$ cat config.mk
export PLATFORM = sky130hd
export DESIGN_NAME = uart_tx
export DESIGN_NICKNAME = d
export VERILOG_FILES = /design/src/rtl/uart_pkg.sv /design/src/rtl/uart_tx.sv
export SDC_FILE = /design/constraint.sdc
export NUM_CORES = 1
export LEC_CHECK = 0
export ABC_AREA = 1
export CAP_MARGIN = 10
export CORE_MARGIN = 8
export CORE_UTILIZATION = 45
export DETAILED_ROUTE_END_ITERATION = 8
export PLACE_DENSITY = 0.79
export SKIP_CTS_REPAIR_TIMING = 1
export SLEW_MARGIN = 25
export SYNTH_ARGS = -nofsm -noshare
export SYNTH_HDL_FRONTEND = slang
export SYNTH_SLANG_ARGS = --single-unit
$ cat constraint.sdc
create_clock -name clk -period 1.7 [get_ports clk]
set_clock_uncertainty 0.1 [all_clocks]
set_input_delay 0.255 -clock clk [delete_from_list [all_inputs] [get_ports clk]]
set_output_delay 0.255 -clock clk [all_outputs]
set_load 0.02 [all_outputs]
$ cat src/rtl/uart_pkg.sv
// Shared UART definitions: frame geometry, transmit FSM states and parity helper.
// The receive side imports the same package.
package uart_pkg;

    localparam int UART_DATA_BITS  = 8;
    localparam int UART_OVERSAMPLE = 16;

    typedef enum logic [2:0] {
        IDLE,
        START,
        DATA,
        PARITY,
        STOP
    } uart_tx_state_t;

    // odd=0 gives even parity (bit makes the total count of ones even)
    function automatic logic uart_parity(input logic [UART_DATA_BITS-1:0] d,
                                         input logic                      odd);
        return (^d) ^ odd;
    endfunction

endpackage

$ cat src/rtl/uart_tx.sv
// UART transmitter: one byte per accepted tx_en becomes a start/data/parity/stop frame
// on tx_o, bit-timed solely by the shared oversampling enable.
module uart_tx
    import uart_pkg::*;
#(
    parameter int OVERSAMPLE = UART_OVERSAMPLE
) (
    input  logic                      clk,
    input  logic                      reset,
    input  logic                      baud_x16_ce,
    input  logic [UART_DATA_BITS-1:0] tx_data,
    input  logic                      tx_en,
    input  logic                      parity_en,
    input  logic                      parity_odd,
    input  logic                      two_stop,
    output logic                      tx_o,
    output logic                      tx_busy,
    output logic                      tx_done
);

    localparam int TW = $clog2(OVERSAMPLE);

    uart_tx_state_t            state_q, state_d;
    logic [TW-1:0]             tick_q;
    logic [2:0]                bit_q;
    logic [UART_DATA_BITS-1:0] shreg_q, shreg_d;
    logic                      par_en_q, par_bit_q, two_stop_q;
    logic                      tx_q, tx_d;
    logic                      done_q, done_d;
    logic                      busy_q;
    logic                      accept, bit_end, last_stop;

    assign accept    = (state_q == IDLE) && tx_en;
    assign bit_end   = baud_x16_ce && (tick_q == TW'(OVERSAMPLE - 1));
    assign last_stop = two_stop_q ? (bit_q == 3'd1) : (bit_q == 3'd0);

    // State register
    always_ff @(posedge clk or negedge reset) begin
        if (!reset) state_q <= IDLE;
        else        state_q <= state_d;
    end

    // Next-state logic
    always_comb begin
        state_d = state_q;
        unique case (state_q)
            IDLE:    if (tx_en)                     state_d = START;
            START:   if (bit_end)                   state_d = DATA;
            DATA:    if (bit_end && bit_q == 3'd7)  state_d = par_en_q ? PARITY : STOP;
            PARITY:  if (bit_end)                   state_d = STOP;
            STOP:    if (bit_end && last_stop)      state_d = IDLE;
            default:                                state_d = IDLE;
        endcase
    end

    // Tick and bit counters; bit counter restarts at every state change
    always_ff @(posedge clk or negedge reset) begin
        if (!reset) begin
            tick_q <= '0;
            bit_q  <= '0;
        end else if (accept) begin
            tick_q <= '0;
            bit_q  <= '0;
        end else if (state_q != IDLE && baud_x16_ce) begin
            tick_q <= tick_q + TW'(1);
            if (bit_end)
                bit_q <= (state_d != state_q) ? 3'd0 : bit_q + 3'd1;
        end
    end

    always_comb begin
        shreg_d = shreg_q;
        if (accept)
            shreg_d = tx_data;
        else if (state_q == DATA && bit_end)
            shreg_d = {1'b0, shreg_q[UART_DATA_BITS-1:1]};
    end

    // Frame configuration is frozen at accept so mid-frame input changes are harmless
    always_ff @(posedge clk or negedge reset) begin
        if (!reset) begin
            shreg_q    <= '0;
            par_en_q   <= 1'b0;
            par_bit_q  <= 1'b0;
            two_stop_q <= 1'b0;
        end else begin
            shreg_q <= shreg_d;
            if (accept) begin
                par_en_q   <= parity_en;
                par_bit_q  <= uart_parity(tx_data, parity_odd);
                two_stop_q <= two_stop;
            end
        end
    end

    // Output logic: line level follows the state being entered, so it is registered
    always_comb begin
        tx_d   = 1'b1;
        done_d = (state_q == STOP) && (state_d == IDLE);
        unique case (state_d)
            START:   tx_d = 1'b0;
            DATA:    tx_d = shreg_d[0];
            PARITY:  tx_d = par_bit_q;
            default: tx_d = 1'b1;
        endcase
    end

    always_ff @(posedge clk or negedge reset) begin
        if (!reset) begin
            tx_q   <= 1'b1;
            done_q <= 1'b0;
            busy_q <= 1'b0;
        end else begin
            tx_q   <= tx_d;
            done_q <= done_d;
            busy_q <= (state_d != IDLE);
        end
    end

    assign tx_o    = tx_q;
    assign tx_busy = busy_q;
    assign tx_done = done_q;

endmodule

* Word-level counts from Yosys, hierarchy flattened *
Index checks and enable logic that the tools add are counted.

word-level totals
  bits in registers = 24
  bits in latches = 0
  memory bits (writable) = 0
  bits in read-only memories = 0
  input port bits = 15
  output and inout port bits = 3
  word-level logic and storage cells = 59
  memories kept = 0

cells by class
  add/sub/neg operators = 2
  multiply operators = 0
  divide/modulo/power cells = 0
  magnitude comparators = 0
  equality and inequality tests = 11
  shift-type cells = 0
  multiplexer cells = 17
  bitwise operators = 1
  reductions and logical operators = 17

operators by type and width
  cell                                                                   number
  3-bit 2-to-1 mux                                                       10
  8-bit 2-to-1 mux                                                       2
  3-bit one-hot mux with 5 select lines                                  1
  3-bit by 2-bit equality test with 1-bit output, second input constant  4
  3-bit by 1-bit equality test with 1-bit output, second input constant  3
  3-bit zero test                                                        3
  4-bit 2-to-1 mux                                                       2
  8-bit parity                                                           1
  1-bit logical AND                                                      7
  3-bit equality test, second input constant                             2
  2-bit nonzero test                                                     3
  3-bit nonzero test                                                     2
  4-bit by 1-bit adder with 4-bit output, second input constant          1
  4-bit equality test, second input constant                             1
  3-bit by 1-bit adder with 3-bit output, second input constant          1
  3-bit inequality test                                                  1
  1-bit one-hot mux with 3 select lines                                  1
  2-bit AND reduction                                                    1
  1-bit 2-to-1 mux                                                       1
  1-bit XOR                                                              1

* Longest topological paths before layout *
  depth in word-level cells = 10
  gate-level depth with buffers = 11

* Least setup slack after synthesis *
No wires, ideal clock.

  path kind = register to register
  start = register bit_q[0]
  end = register bit_q[0]
  setup time = 0.117 ns
  arrival time = 1.394 ns
  required time = 1.483 ns
  path slack = 0.088 ns
  stages on the path, launching flop included = 11
  buffers on the path = 0
  clock period less this slack = 1.612 ns
  cell sequence = dfrtp_1 > ha_1 > ha_1 > inv_1 > nor2_1 > o211ai_1 > nand2_1 > nand2_1 > nand2_1 > nand3_1 > nand2_1

on the way
  cells in the longest elaborated chain, start to end = 10
  elaborated cells between the ends (all ways) = 15
  classes of those cells = add/sub (1); eq/ne (3); mux (8); reduce/logical (3)

ends and longest elaborated chain
  what                                                                               RTL line       RTL
  start: declaration                                                                 uart_tx.sv:25  logic [2:0] bit_q;
  start signal: assignment                                                           uart_tx.sv:67  bit_q <= (state_d != state_q) ? 3'd0 : bit_q + 3'd1;
  3-bit by 1-bit equality test with 1-bit output or 3-bit zero test (tied branches)  uart_tx.sv:35  assign last_stop = two_stop_q ? (bit_q == 3'd1) : (bit_q == 3'd0);
  1-bit 2-to-1 mux                                                                   uart_tx.sv:35
  1-bit logical AND                                                                  uart_tx.sv:51  STOP: if (bit_end && last_stop) state_d = IDLE;
  3-bit 2-to-1 mux                                                                   uart_tx.sv:51
  3-bit one-hot mux with 5 select lines                                              uart_tx.sv:46  unique case (state_q)
  3-bit inequality test                                                              uart_tx.sv:67
  3-bit 2-to-1 mux *                                                                 uart_tx.sv:67
  3-bit 2-to-1 mux *                                                                 uart_tx.sv:66  if (bit_end)
  3-bit 2-to-1 mux *                                                                 uart_tx.sv:64  end else if (state_q != IDLE && baud_x16_ce) begin
  3-bit 2-to-1 mux *                                                                 uart_tx.sv:61  end else if (accept) begin

Every way passes the cells marked *; elsewhere a longest branch is shown, timed or not. The select of a mux whose other input is x is not followed.
A chain may end at the register's enable or synchronous reset.

* Worst setup path after layout *
  start = register bit_q[1]
  end = register bit_q[0]

on the way
  cells in the longest elaborated chain, start to end = 10
  elaborated cells between the ends (all ways) = 14
  classes of those cells = eq/ne (3); mux (8); reduce/logical (3)

ends and longest elaborated chain
  what                                                                               RTL line
  3-bit by 1-bit equality test with 1-bit output or 3-bit zero test (tied branches)  uart_tx.sv:35
  1-bit 2-to-1 mux                                                                   uart_tx.sv:35
  1-bit logical AND                                                                  uart_tx.sv:51
  3-bit 2-to-1 mux                                                                   uart_tx.sv:51
  3-bit one-hot mux with 5 select lines *                                            uart_tx.sv:46
  3-bit inequality test *                                                            uart_tx.sv:67
  3-bit 2-to-1 mux *                                                                 uart_tx.sv:67
  3-bit 2-to-1 mux *                                                                 uart_tx.sv:66
  3-bit 2-to-1 mux *                                                                 uart_tx.sv:64
  3-bit 2-to-1 mux *                                                                 uart_tx.sv:61

Marked as above.

==> flow_results.org <==
** STA
- Final setup fails :: 0
- After layout, the worst path uses between 90% and 100% of the clock period.
- The final number of hold-violating endpoints was 0.
- Across all setup checks in the final design, the least slack found is 0.0000694 ns.
- Fmax :: 588 MHz
- Worst slew slack as a fraction of its limit :: 79.7%
- Max-slew violation count :: 0
- For the pin with the worst max-slew slack, the measured transition is 0.304 ns.
- The worst path needs 1.70 ns of the cycle, external delays included.
- RSZ-0062 raised after global routing :: true

** GRT
- The first global-routing pass estimated roughly 4700 microns of wire.
- Pin count of the biggest net entering global routing :: 25
- The number of global-route vias before repair is 1162.
- Across every metal layer, demand over resource in global routing totals around 11%.
- Residual overflow from global routing :: 0
- The initial antenna violation count is 0.

** Detailed routing
- Antenna Nets Post-Route :: 0
- Summed over all layers, the routed wires come to 2750 microns.
- The first detailed-routing pass ran for 4 iterations.
- Via density per instance :: 4.86
- Summing over every cut layer, the via total after detailed routing is 1186.
- For this run, design rule violations remaining after detail routing come to 0.
- Dividing the detail-routed wire length by the instance count gives ~11 microns.
- Number of DRC markers in iteration 0 :: 35

** Floorplan
- Pin placement for this block handled 18 I/O pins.
- Die outline area :: 5110 sq um
- Y dimension of the die :: 71.5 microns
- The region available for standard cell placement spans between 2000 and 3000 sq um.
- In this run the horizontal extent of the chip is around 71 microns.
- Number of core rows :: 20
- Once the floorplan was initialized, standard cells occupied a little under half of the core.

** Setup path
- The setup path with the least slack is of type reg2reg.
- The worst setup path is launched from a register.
- CP cell instances :: ha_2 > ha_4 > inv_2 > nor2_2 > o211ai_1 > nand2_1 > nand2_2 > nand2_4 > nand3_2 > nand2_1
- Critical R2R Capture :: bit_q[0]$_DFFE_PN0P_
- Top cell by count, worst path :: sky130_fd_sc_hd__nand2_1
- The worst register-to-register path has a depth of 10.
- Along the worst path, the maximum fanout reaches 3.
- CP Buf/Inv Count :: 1
- For the worst setup path, the data required time is 1.83 ns.
- Setup slack on the worst reg-to-reg path comes out at just under 0.00007 ns.
- The slowest stage of the critical path belongs to the cell sky130_fd_sc_hd__dfrtp_1.
- Data arrival time of the critical path :: 1.83 ns
- Family with the most delay on the worst path :: simple AND/OR/NAND/NOR gates
- The worst setup path is captured at a register.
- For this run, the slowest stage of the critical path takes approximately 0.41 ns.
- The startpoint identified for the worst register-to-register timing path is bit_q[1]$_DFFE_PN0P_.

** Clocking
- CTS placed an instance of sky130_fd_sc_hd__clkbuf_4 at the clock tree root.
- Clk Latency, worst-skew pair :: 0.32 ns
- CTS H-tree lvls :: 1
- Maximum number of buffers from clock root to sink :: 2
- The clock net in this run drives a total of 24 sinks.
- After clock tree synthesis, the clock-pin slew on the worst setup and hold paths is 0.14 ns.
- Clock tree from TritonCTS :: done
- TritonCTS Buffers :: 3

** Final layout
- The repair_antennas step left the layout with diodes totalling 0.
- The net count of the finished layout is 232.
- After the flow finishes, the layout carries non-filler instances totaling 244.
- Post-synthesis to final-layout area growth :: 29.1%
- In the final layout, the share of cells above drive strength 1 is 22.7%.
- Fill cells in the final layout number between 200 and 300.

** Logic synthesis
- Register area share after synthesis :: between 40% and 50%
- Synthesized Nets :: between 150 and 200
- Number of distinct library cells after synthesis :: 25
- Yosys printed 0 warnings.
- Cell area after technology mapping :: 1380 sq um
- Avg Inst Size Synth :: between 7 and 8 sq um
- Counting every instance in the synthesized netlist gives 179.
- Number of synthesized register bits :: 24

** Worst hold path
- The path class of the tightest hold or removal check is in2async.

** Place
- Before CTS, the worst setup slack after placement is -0.125 ns.
- Including well taps, the total number of placed cells is between 200 and 250.
- Input and output buffers added on the ports amount to 17.
- Routability-driven placement finished with a final weighted congestion of 0.897.
- Once detailed placement completed, the half-perimeter wirelength came to 2160 microns.

** Power and ir drop
- The analysis attributes to cell leakage a power of 0.914 nW.
- Worst ir drop on vdd :: roughly 0.53 mV
- Cell area power density :: 1410 nW/um^2

** Status
- The run finished with clean final reports.

** Job
- Number of violations of the max-capacitance limit :: 0
## routing by layer
metal	track usage [%]	vias to the layer above	share of wire [%]
li1	-	621	-
met1	13.3	547	46
met2	19.3	15	50
met3	2.65	3	3.2
met4	2.72	0	0.58
met5	0	-	0
## where the power goes
part	switching (mW)	total (mW)	internal (mW)	leakage (nW)
logic	0.656	1.14	0.483	0.585
clock network	0.179	0.418	0.239	0.0279
registers	0.158	0.966	0.808	0.301
## per-stage QoR
step                area (sq um)  util (%)  power (mW)  hold slack [ns]  setup TNS, ns
floorplan                   1380         -        1.69           -0.141              0
global placement            1670      56.2        2.00            0.363         -0.370
detailed placement          1670      56.2        2.04            0.369         -0.621
CTS                         1730      58.0        2.45            0.183         -0.307
global route                1790      60.0        2.74            0.185         -0.472
finish                      1790      60.0        2.52            0.167              0
## cell usage in the layout (no fill, tap or decap)
cell / count
sky130_fd_sc_hd__nand2_4: 1
sky130_fd_sc_hd__dlymetal6s2s_1: 1
sky130_fd_sc_hd__or2_2: 1
sky130_fd_sc_hd__clkdlybuf4s50_1: 16
sky130_fd_sc_hd__o21ai_1: 1
sky130_fd_sc_hd__nor2_2: 5
sky130_fd_sc_hd__o21ai_0: 3
sky130_fd_sc_hd__xor2_1: 1
sky130_fd_sc_hd__nor2_4: 1
sky130_fd_sc_hd__nand3_2: 4
sky130_fd_sc_hd__inv_1: 22
sky130_fd_sc_hd__dfstp_2: 1
sky130_fd_sc_hd__buf_4: 13
sky130_fd_sc_hd__bufinv_16: 1
sky130_fd_sc_hd__nor2_1: 10
sky130_fd_sc_hd__ha_1: 2
sky130_fd_sc_hd__nand2_1: 57
sky130_fd_sc_hd__nor3_1: 1
sky130_fd_sc_hd__dfrtp_1: 23
sky130_fd_sc_hd__ha_4: 1
sky130_fd_sc_hd__o211ai_1: 4
sky130_fd_sc_hd__nand2_2: 7
sky130_fd_sc_hd__a21oi_1: 4
sky130_fd_sc_hd__nand3_1: 11
sky130_fd_sc_hd__inv_2: 5
sky130_fd_sc_hd__o221ai_1: 1
sky130_fd_sc_hd__clkbuf_4: 3
sky130_fd_sc_hd__ha_2: 2
sky130_fd_sc_hd__xnor2_1: 4
sky130_fd_sc_hd__nor2_8: 1
sky130_fd_sc_hd__nand3b_1: 2
sky130_fd_sc_hd__nand3_4: 1
sky130_fd_sc_hd__o21ai_2: 1
## worst max path at each step
| stage | from | endpoint | slack (ns) | cells past startpoint |
|---|---|---|---|---|
| floorplan | bit_q[0]$_DFFE_PN0P_ | bit_q[0]$_DFFE_PN0P_ | 0.09 | 10 |
| global placement | baud_x16_ce | bit_q[1]$_DFFE_PN0P_ | -0.08 | 11 |
| detailed placement | baud_x16_ce | bit_q[0]$_DFFE_PN0P_ | -0.12 | 11 |
| CTS | tx_o$_DFF_PN1_ | tx_o | -0.12 | 1 |
| global route | bit_q[1]$_DFFE_PN0P_ | bit_q[2]$_DFFE_PN0P_ | -0.12 | 10 |
| finish | bit_q[1]$_DFFE_PN0P_ | bit_q[0]$_DFFE_PN0P_ | 0.00007 | 10 |
## area by class of cell
cell class | count | area [sq um] | area share [%]
repair buffers | 30 | 270 | 15.1
flip-flops and latches | 24 | 602 | 33.7
inverters | 27 | 101 | 5.67
well taps | 33 | 41.3 | 2.31
clock buffers | 3 | 22.5 | 1.26
multi-input cells | 126 | 719 | 40.3
clock inverters | 1 | 30.0 | 1.68
## kinds of logic after synthesis
kind of cell / Yosys count / synth area share, %
DFF: 24 / 43.5
and+or+nand+nor: 102 / 33.8
adders and majority gates: 5 / 4.52
AOI/OAI and AO/OA: 14 / 6.33
xor gates and xnor gates: 5 / 3.16
buffers and inverters: 29 / 8.68
## cell usage after synthesis
library cell	instances	share of area, %
sky130_fd_sc_hd__o21ai_0	4	1.4
sky130_fd_sc_hd__or2_2	1	0.45
sky130_fd_sc_hd__ha_1	5	4.5
sky130_fd_sc_hd__buf_6	1	0.81
sky130_fd_sc_hd__nor2_8	1	1.4
sky130_fd_sc_hd__nor2_2	3	1.4
sky130_fd_sc_hd__o211ai_1	4	2.2
sky130_fd_sc_hd__nor2_1	13	3.5
sky130_fd_sc_hd__inv_1	24	6.5
sky130_fd_sc_hd__inv_2	3	0.81
sky130_fd_sc_hd__nand3_4	1	1.3
sky130_fd_sc_hd__nand2_2	5	2.3
sky130_fd_sc_hd__dfstp_2	1	1.9
sky130_fd_sc_hd__nand3_1	14	5.1
sky130_fd_sc_hd__xnor2_1	4	2.5
sky130_fd_sc_hd__o21ai_2	1	0.63
sky130_fd_sc_hd__o221ai_1	1	0.63
sky130_fd_sc_hd__nor3_1	1	0.36
sky130_fd_sc_hd__nand3_2	1	0.72
sky130_fd_sc_hd__a21oi_1	4	1.4
sky130_fd_sc_hd__xor2_1	1	0.63
sky130_fd_sc_hd__buf_4	1	0.54
sky130_fd_sc_hd__dfrtp_1	23	42
sky130_fd_sc_hd__nand3b_1	2	1.1
sky130_fd_sc_hd__nand2_1	60	16
## state kept, by name (all words and copies together), names as in the netlist
name,cells
tick_q,4
state_q,3
tx_done,1
par_en_q,1
tx_busy,1
par_bit_q,1
tx_o,1
bit_q,3
shreg_q,8
two_stop_q,1
No activity file was read; power rests on OpenSTA's default activity.
